## src/rtl/pipeline_pkg.sv

```systemverilog
// Shared pipeline definitions: register-index width, hazard FSM state
// encoding and the control-word shapes the hazard unit drives.
package pipeline_pkg;

    localparam int REG_ADDR_W = 5;

    typedef enum logic {
        RUN      = 1'b0,
        MEM_WAIT = 1'b1
    } state_t;

    // A pipeline register cleared to NOP is driven with a 1 on its flush line.
    localparam logic CLEAR_TO_NOP = 1'b1;

    // Bundled enables/clears, MSB first in port order.
    typedef struct packed {
        logic pc_write_en;
        logic if_id_en;
        logic id_ex_en;
        logic ex_mem_en;
        logic mem_wb_en;
        logic id_ex_bubble;
        logic flush_if_id;
        logic flush_id_ex;
        logic flush_ex_mem;
    } ctrl_t;

    localparam ctrl_t CTRL_RUN      = ctrl_t'(9'b11111_0_000);
    localparam ctrl_t CTRL_FREEZE   = ctrl_t'(9'b00000_0_000);
    localparam ctrl_t CTRL_LOAD_USE = ctrl_t'(9'b00111_1_000);

    // Taken branch: every stage advances so the PC loads the target, while
    // the three younger stages are cleared to NOP.
    function automatic ctrl_t flush_ctrl();
        ctrl_t c;
        c              = CTRL_RUN;
        c.flush_if_id  = CLEAR_TO_NOP;
        c.flush_id_ex  = CLEAR_TO_NOP;
        c.flush_ex_mem = CLEAR_TO_NOP;
        return c;
    endfunction

endpackage

```

## src/rtl/hazard_perf_counter.sv

```systemverilog
// Free-running performance counter: increments on inc, wraps silently at
// all-ones, synchronous clear, asynchronous reset.
module hazard_perf_counter #(
    parameter int CNT_W = 32
) (
    input  logic             clk,
    input  logic             arst,
    input  logic             clear,
    input  logic             inc,
    output logic [CNT_W-1:0] count
);

    logic [CNT_W-1:0] count_q;

    // Count register; the adder simply rolls over, no saturation.
    always_ff @(posedge clk or posedge arst) begin
        if (arst) begin
            count_q <= '0;
        end else if (clear) begin
            count_q <= '0;
        end else if (inc) begin
            count_q <= count_q + {{(CNT_W-1){1'b0}}, 1'b1};
        end
    end

    assign count = count_q;

endmodule

```

## src/rtl/hazard_stall_unit.sv

```systemverilog
// Hazard stall/flush unit: load-use stall, data-memory freeze, taken-branch
// flush (deferred while frozen), plus stall and flush counters.
module hazard_stall_unit
    import pipeline_pkg::*;
#(
    parameter int REG_ADDR_W = pipeline_pkg::REG_ADDR_W,
    parameter int CNT_W      = 32
) (
    input  logic                  clk,
    input  logic                  arst,
    input  logic [REG_ADDR_W-1:0] Rs1_IF_ID,
    input  logic [REG_ADDR_W-1:0] Rs2_IF_ID,
    input  logic                  use_rs1,
    input  logic                  use_rs2,
    input  logic [REG_ADDR_W-1:0] Rd_ID_EX,
    input  logic                  MemRead_ID_EX,
    input  logic                  mem_access_EX_MEM,
    input  logic                  dmem_ready,
    input  logic                  branch_taken_EX_MEM,
    output logic                  pc_write_en,
    output logic                  IF_ID_en,
    output logic                  ID_EX_en,
    output logic                  EX_MEM_en,
    output logic                  MEM_WB_en,
    output logic                  ID_EX_bubble,
    output logic                  flush_IF_ID,
    output logic                  flush_ID_EX,
    output logic                  flush_EX_MEM,
    output logic [CNT_W-1:0]      stall_cnt,
    output logic [CNT_W-1:0]      flush_cnt
);

    state_t state_q, state_d;
    logic   pend_q, pend_d;
    logic   load_use, mem_busy, flush_req;
    logic   stall_inc, flush_inc;
    ctrl_t  ctrl;

    // Hazard detection; a load into x0 never stalls.
    assign load_use = MemRead_ID_EX && (Rd_ID_EX != '0) &&
                      ((use_rs1 && (Rs1_IF_ID == Rd_ID_EX)) ||
                       (use_rs2 && (Rs2_IF_ID == Rd_ID_EX)));
    assign mem_busy  = mem_access_EX_MEM && !dmem_ready;
    assign flush_req = branch_taken_EX_MEM || pend_q;

    // State and pending-branch registers.
    always_ff @(posedge clk or posedge arst) begin
        if (arst) begin
            state_q <= RUN;
            pend_q  <= 1'b0;
        end else begin
            state_q <= state_d;
            pend_q  <= pend_d;
        end
    end

    // Next state and control outputs; priority freeze > flush > load-use.
    always_comb begin
        ctrl      = CTRL_RUN;
        state_d   = state_q;
        pend_d    = 1'b0;
        stall_inc = 1'b0;
        flush_inc = 1'b0;

        case (state_q)
            RUN:      if (mem_busy)  state_d = MEM_WAIT;
            MEM_WAIT: if (!mem_busy) state_d = RUN;
            default:  state_d = RUN;
        endcase

        if (mem_busy) begin
            // Hold a branch seen during the freeze until the memory releases.
            ctrl      = CTRL_FREEZE;
            pend_d    = pend_q || branch_taken_EX_MEM;
            stall_inc = 1'b1;
        end else if (flush_req) begin
            // ID instruction is wrong-path here, so any load-use is moot.
            ctrl      = flush_ctrl();
            flush_inc = 1'b1;
        end else if (load_use) begin
            ctrl      = CTRL_LOAD_USE;
            stall_inc = 1'b1;
        end

        // While in reset the pipeline sees plain "run" controls.
        if (arst) begin
            ctrl = CTRL_RUN;
        end
    end

    assign pc_write_en  = ctrl.pc_write_en;
    assign IF_ID_en     = ctrl.if_id_en;
    assign ID_EX_en     = ctrl.id_ex_en;
    assign EX_MEM_en    = ctrl.ex_mem_en;
    assign MEM_WB_en    = ctrl.mem_wb_en;
    assign ID_EX_bubble = ctrl.id_ex_bubble;
    assign flush_IF_ID  = ctrl.flush_if_id;
    assign flush_ID_EX  = ctrl.flush_id_ex;
    assign flush_EX_MEM = ctrl.flush_ex_mem;

    hazard_perf_counter #(.CNT_W(CNT_W)) u_stall_cnt (
        .clk   (clk),
        .arst  (arst),
        .clear (1'b0),
        .inc   (stall_inc),
        .count (stall_cnt)
    );

    hazard_perf_counter #(.CNT_W(CNT_W)) u_flush_cnt (
        .clk   (clk),
        .arst  (arst),
        .clear (1'b0),
        .inc   (flush_inc),
        .count (flush_cnt)
    );

endmodule

```

## config.mk

```make
export PLATFORM = sky130hd
export DESIGN_NAME = hazard_stall_unit
export DESIGN_NICKNAME = d
export VERILOG_FILES = /design/src/rtl/pipeline_pkg.sv /design/src/rtl/hazard_perf_counter.sv /design/src/rtl/hazard_stall_unit.sv
export SDC_FILE = /design/constraint.sdc
export NUM_CORES = 1
export LEC_CHECK = 0
export BUFFER_PORTS_ARGS = -buffer_cell sky130_fd_sc_hd__buf_2
export CORE_MARGIN = 10
export CORE_UTILIZATION = 54
export CTS_CLUSTER_SIZE = 12
export DETAILED_ROUTE_END_ITERATION = 10
export MAX_ROUTING_LAYER = met4
export PLACE_DENSITY = 0.81
export REMOVE_ABC_BUFFERS = 1
export SETUP_SLACK_MARGIN = 0.02
export SYNTH_ARGS = -nofsm -noshare
export SYNTH_HDL_FRONTEND = slang
export SYNTH_HIERARCHICAL = 1
export SYNTH_SLANG_ARGS = --single-unit
```

## constraint.sdc

```tcl
create_clock -name clk -period 3.22 [get_ports clk]
set_clock_uncertainty 0.1 [all_clocks]
set_input_delay 0.161 -clock clk [delete_from_list [all_inputs] [get_ports clk]]
set_output_delay 0.161 -clock clk [all_outputs]
set_load 0.02 [all_outputs]
```

== Word-level counts from Yosys, hierarchy flattened ==
Cells that the tools add are included.
W data, S select, Z words.

* Output and inout bits: 73
* Bits in registers: 65
* Logic and storage cells: 26
* Input port bits: 23

* $add $sub $neg: 2
* Equality and inequality tests: 2
* Reduce and logical (&&, ||, !) cells: 9
* Multiplexer cells: 10

{| class="wikitable"
|+ Operators by type and width
! operator !! count
|-
| $add A32 B1 Y32 const B || 2
|-
| $mux W9 || 4
|-
| $eq A5 B5 Y1 || 2
|-
| $mux W1 || 6
|-
| $logic_and A1 B1 Y1 || 5
|-
| $reduce_bool A5 Y1 || 1
|-
| $logic_or A1 B1 Y1 || 2
|-
| $logic_not A1 Y1 || 1
|}

== Depth between registers and ports, before layout ==
* Depth after elaboration: 8
* Gate-level depth with buffers: 11
* Gate-level depth less buffers: 8

== Hierarchy ==
The synthesis kept the hierarchy.

{| class="wikitable"
|+ By module, submodules not included
! module !! area each (um^2) !! instances !! seq. area each (um^2) !! cells each
|-
| hazard_perf_counter || 1,749.2 || 2 || 800.8 || 184
|-
| hazard_stall_unit || 270.3 || 1 || 25.0 || 34
|}

== Worst setup path before layout ==
OpenSTA, ideal clock, no wires.

* Path kind: input -> register
* Start: input Rd_ID_EX[3]
* End: register u_stall_cnt.count_q[17], in the netlist u_stall_cnt/count[17]
* Buffers on the path: 3
* Slack: 427 ps
* Arrival time: 2,565 ps
* Stages: 11
* Path through: xor2_1 > nor4_2 > a32oi_1 > o21ai_0 > buf_4 > o2111ai_2 > buf_6 > or4_4 > buf_6 > nor4_4 > mux2_1

* Cells in the longest elaborated chain, start to end: 7
* Elaborated cells on any way between the ends: 11
* Classes of those cells: eq/ne (2); mux (3); reduce/logical (6)

{| class="wikitable"
|+ RTL lines
! item !! RTL line !! RTL
|-
| start, declared || hazard_stall_unit.sv:15 || <nowiki>input logic [REG_ADDR_W-1:0] Rd_ID_EX,</nowiki>
|-
| $eq A5 B5 Y1, on equally long branches || hazard_stall_unit.sv:41, hazard_stall_unit.sv:42 ||
|-
| $logic_and A1 B1 Y1, on equally long branches || hazard_stall_unit.sv:41, hazard_stall_unit.sv:42 ||
|-
| $logic_or A1 B1 Y1 || hazard_stall_unit.sv:41 || <nowiki>((use_rs1 && (Rs1_IF_ID == Rd_ID_EX)) ||</nowiki>
|-
| $logic_and A1 B1 Y1 * || hazard_stall_unit.sv:40 || <nowiki>assign load_use = MemRead_ID_EX && (Rd_ID_EX != '0) &&</nowiki>
|-
| $mux W1 * || hazard_stall_unit.sv:80 || <nowiki>end else if (load_use) begin</nowiki>
|-
| $mux W1 * || hazard_stall_unit.sv:76 || <nowiki>end else if (flush_req) begin</nowiki>
|-
| $mux W1 * || hazard_stall_unit.sv:71 || <nowiki>if (mem_busy) begin</nowiki>
|-
| net stall_inc || hazard_stall_unit.sv:36 || <nowiki>logic stall_inc, flush_inc;</nowiki>
|-
| end signal, assigned || hazard_perf_counter.sv:22 || <nowiki>count_q <= count_q + {{(CNT_W-1){1'b0}}, 1'b1};</nowiki>
|-
| end, declared || hazard_perf_counter.sv:13 || <nowiki>logic [CNT_W-1:0] count_q;</nowiki>
|}

The timed path passes the listed nets; every way through them passes the cells marked *.
A chain may end at the register's enable or synchronous reset.

== Worst setup path in the final report ==
* Start: register pend_q
* End: register u_stall_cnt.count_q[26], in the netlist u_stall_cnt/count[26]

* Cells in the longest elaborated chain, start to end: 3

{| class="wikitable"
|+ RTL lines
! item !! RTL line !! RTL
|-
| start, declared || hazard_stall_unit.sv:34 || <nowiki>logic pend_q, pend_d;</nowiki>
|-
| start signal, assigned || hazard_stall_unit.sv:53 || <nowiki>pend_q <= pend_d;</nowiki>
|-
| $logic_or A1 B1 Y1 || hazard_stall_unit.sv:44 || <nowiki>assign flush_req = branch_taken_EX_MEM || pend_q;</nowiki>
|-
| $mux W1 || hazard_stall_unit.sv:76 ||
|-
| $mux W1 || hazard_stall_unit.sv:71 ||
|-
| net stall_inc || hazard_stall_unit.sv:36 ||
|}

The timed path passes the listed nets, and every way through them passes these cells.

==> impl_metrics.yaml <==
yosys:
  synth_edf_count: 0
  syn_inst: 402
  ys_ff_latch: 65
  syn_avg_cell_area_sq_um: 9.37
  synthArstFlopShare_pct: 100
  synth-main-ff-cell: "dfrtp_1"
  synth_top_area_share_pct: 43.2
  ys_top_cells_by_area: "dfrtp_1, nor2_1, xor2_1"
  ys_seq_area_share_pct: 43.2
  yosysMostFrequentCell: "dfrtp_1"
  yosys.area.top_type: "dfrtp_1"
  syn_area_sq_um: 3770
  synth_common_cells: "dfrtp_1, nor2_1, nand2_1"
  ys_warn_count: 6
  synth_cell_types: 40
sta:
  whs_ns: 0.0250
  rsz0062_at_grt: "no"
  hold_viol: 0
  fmax_ghz: 0.354
  drv_slew: 0
  tightest_slew_ns: 0.537
  timing.final.crit_share_pct: 87.7
  setup_viol: 0
  fin_crit_ns: 2.82
  fin_tns_setup_ns: 0
  maxSlewHeadroom_pct: 64.2
worst_setup_path:
  worst_setup_path_start_kind: "flip-flop"
  worst-path-max-fanout: 16
  cp_top_family: "simple AND/OR/NAND/NOR gates"
  cpPeakStageDelay_ns: 0.61
  r2r_start: "pend_q"
  worstPathRequired_ns: 3.35
  worstPathCellList: "nor2_1 -> o211ai_2 -> o21ai_0 -> o2111ai_2 -> or3_1 -> nor4_1 -> mux2_2"
  path_buf_inv: 0
  critPathArrivalTime_ns: 2.95
  cpMaxStageDelayCell: "or3_1"
  worstSetupPathType: "flip-flop to flip-flop"
  worst_setup_path_end_kind: "flip-flop"
  critPathLaunch: "pend_q"
routing:
  drt_wl_total_mm: 9.86
  vias_per_cell: 5.74
  wire_per_inst_um: 16.6
  ant_nets: 0
  drc: 0
  drtPass1Iterations: 4
  drtIter0Drc: 169
  vias: 3415
floorplanning:
  die-area_sq_um: 10700
  start_util_pct: 55.5
  num_rows: 30
  die_h_um: 104
  io_pins: 96
  chipWidth_um: 104
  coreArea_sq_um: 6790
worst_hold_path:
  hold_path_class: "input port to flip-flop"
  hold_start: "branch_taken_EX_MEM"
global_route:
  grt_pass1_vias: 3354
  overflow: 0
  grt_pass1_wl_mm: 16.6
  grtUsageMet1_pct: 23.2
  grt_antenna_before_repair: 0
  met2_usage_pct: 28.9
  grt_start_max_net_pins: 33
  grt.busiest_layer: "met2"
  grt_use_met3_pct: 3.66
  grt.total_usage_pct: 18.5
place:
  portBuffers: 95
  dp_cells: 578
  place_congestion: 0.833
  dp_hpwl_mm: 7.22
power_and_ir_drop:
  p_leak_nw: 1.99
  ir_drop_uv: 274
  powerDensity_nw_per_um2: 347
clock_tree:
  clk_pin_slew_ns: 0.08
  cts_sinks: 65
  post_cts_resized: 0
  numCtsBuffers: 9
  htree_levels: 3
  cts_tree: "done"
  max-clock-path-buffers: 2
  clk_latency_ns: 0.34
  root_buffer: "clkbuf_8"
final_layout:
  num_antenna_cells: 0
  layout.cells.non_filler: 595
  syn2layout_area_growth_pct: 17.8
  nNetsFinal: 519
  drive_gt1_share_pct: 28.1
  fillCellCount: 570
outcome:
  outcome: "finished, final reports clean"
flow_run:
  maxCapViolations: 0
[flip-flops by register name, summed over array words and instances, names as in the netlist]
signal and count:
u_flush_cnt/count 32, u_stall_cnt/count 32, pend_q 1
[routing by layer]
layer / part of all wire, % / wire length (um)
met5: 0 / 0
met1: 45 / 4460
met4: 0.99 / 98
met3: 5.4 / 532
met2: 48 / 4770
[what timing repair did]
item	in CTS	in global routing
hold buffers	1	0
hold endpoints to repair	65	0
setup buffers	0	0
[worst min-delay path, cell delays in order]
cell,delay [ns]
buf_2,0.08
nor2_1,0.07
nor2_1,0.11
[power breakdown]
group,switching (mW),internal (mW),leakage [nW]
combinational,0.0804,0.0403,1.01
sequential,0.00856,0.821,0.906
clock,0.318,0.274,0.0818
total,0.406,1.14,1.99
[metrics by stage]
| stage | worst slack [ns] | cell area, sq um | utilization, % | power, mW |
|---|---|---|---|---|
| 6_report | 0.397 | 4440 | 65.3 | 1.54 |
| 5_1_grt | 0.193 | 4440 | 65.3 | 1.60 |
| 4_1_cts | 0.383 | 4440 | 65.3 | 1.55 |
| 3_5_place_dp | 0.165 | 4270 | 62.8 | 0.961 |
| 3_3_place_gp | 0.331 | 4270 | 62.8 | 0.957 |
| 2_1_floorplan | 0.183 | 3630 | - | 0.914 |
[layout by cell type, fill, tap and decap left out, types with 4 or more instances in the layout]
master / instances
o31ai_1: 14
clkinv_2: 4
nor2_1: 43
nor2b_1: 15
nand3_1: 6
nor4_1: 13
or4_1: 19
mux2_2: 12
xor2_1: 18
or3_1: 12
nand2_1: 31
nand4_1: 20
buf_2: 95
conb_1: 8
or2_2: 4
and4_1: 4
inv_1: 11
nor3_1: 11
dfrtp_1: 65
xnor2_1: 16
o21ai_0: 11
a21oi_1: 24
buf_4: 5
clkbuf_8: 9
[cells by family (layout without fill, tap and decap cells)]
kind of cell,after synthesis,count (layout),synth area share [%]
compound gates,54,54,9.03
xor+xnor,34,34,7.90
fa+ha+maj,2,2,0.664
buf+inv,38,128,5.41
flops,65,65,43.2
mux,16,16,4.71
other cells,1,8,0.0995
simple gates,192,192,29.0
[final timing paths]
| path | endpoint | slack, ns | depth (start not counted) |
|---|---|---|---|
| min | pend_q | 0.03 | 3 |
| min reg2reg | pend_q | 0.44 | 2 |
| min in group asynchronous | pend_q | 0.18 | 3 |
| max in group asynchronous | u_stall_cnt/count[6] | 2.29 | 4 |
| max reg2reg | u_stall_cnt/count[26] | 0.40 | 7 |
| max | u_stall_cnt/count[26] | 0.40 | 7 |
[area by class of cell]
class                           count  area [sq um]  share of cell area [%]
Clock buffer                       10           128                    2.88
Inverter                           11          41.3                   0.930
Multi-Input combinational cell    306          1960                    44.3
Sequential cell                    65          1630                    36.7
Tap cell                           96           120                    2.71
Clock inverter                      6          35.0                   0.789
Timing Repair Buffer              101           523                    11.8
Note: power is estimated with default switching activity, not from simulation.
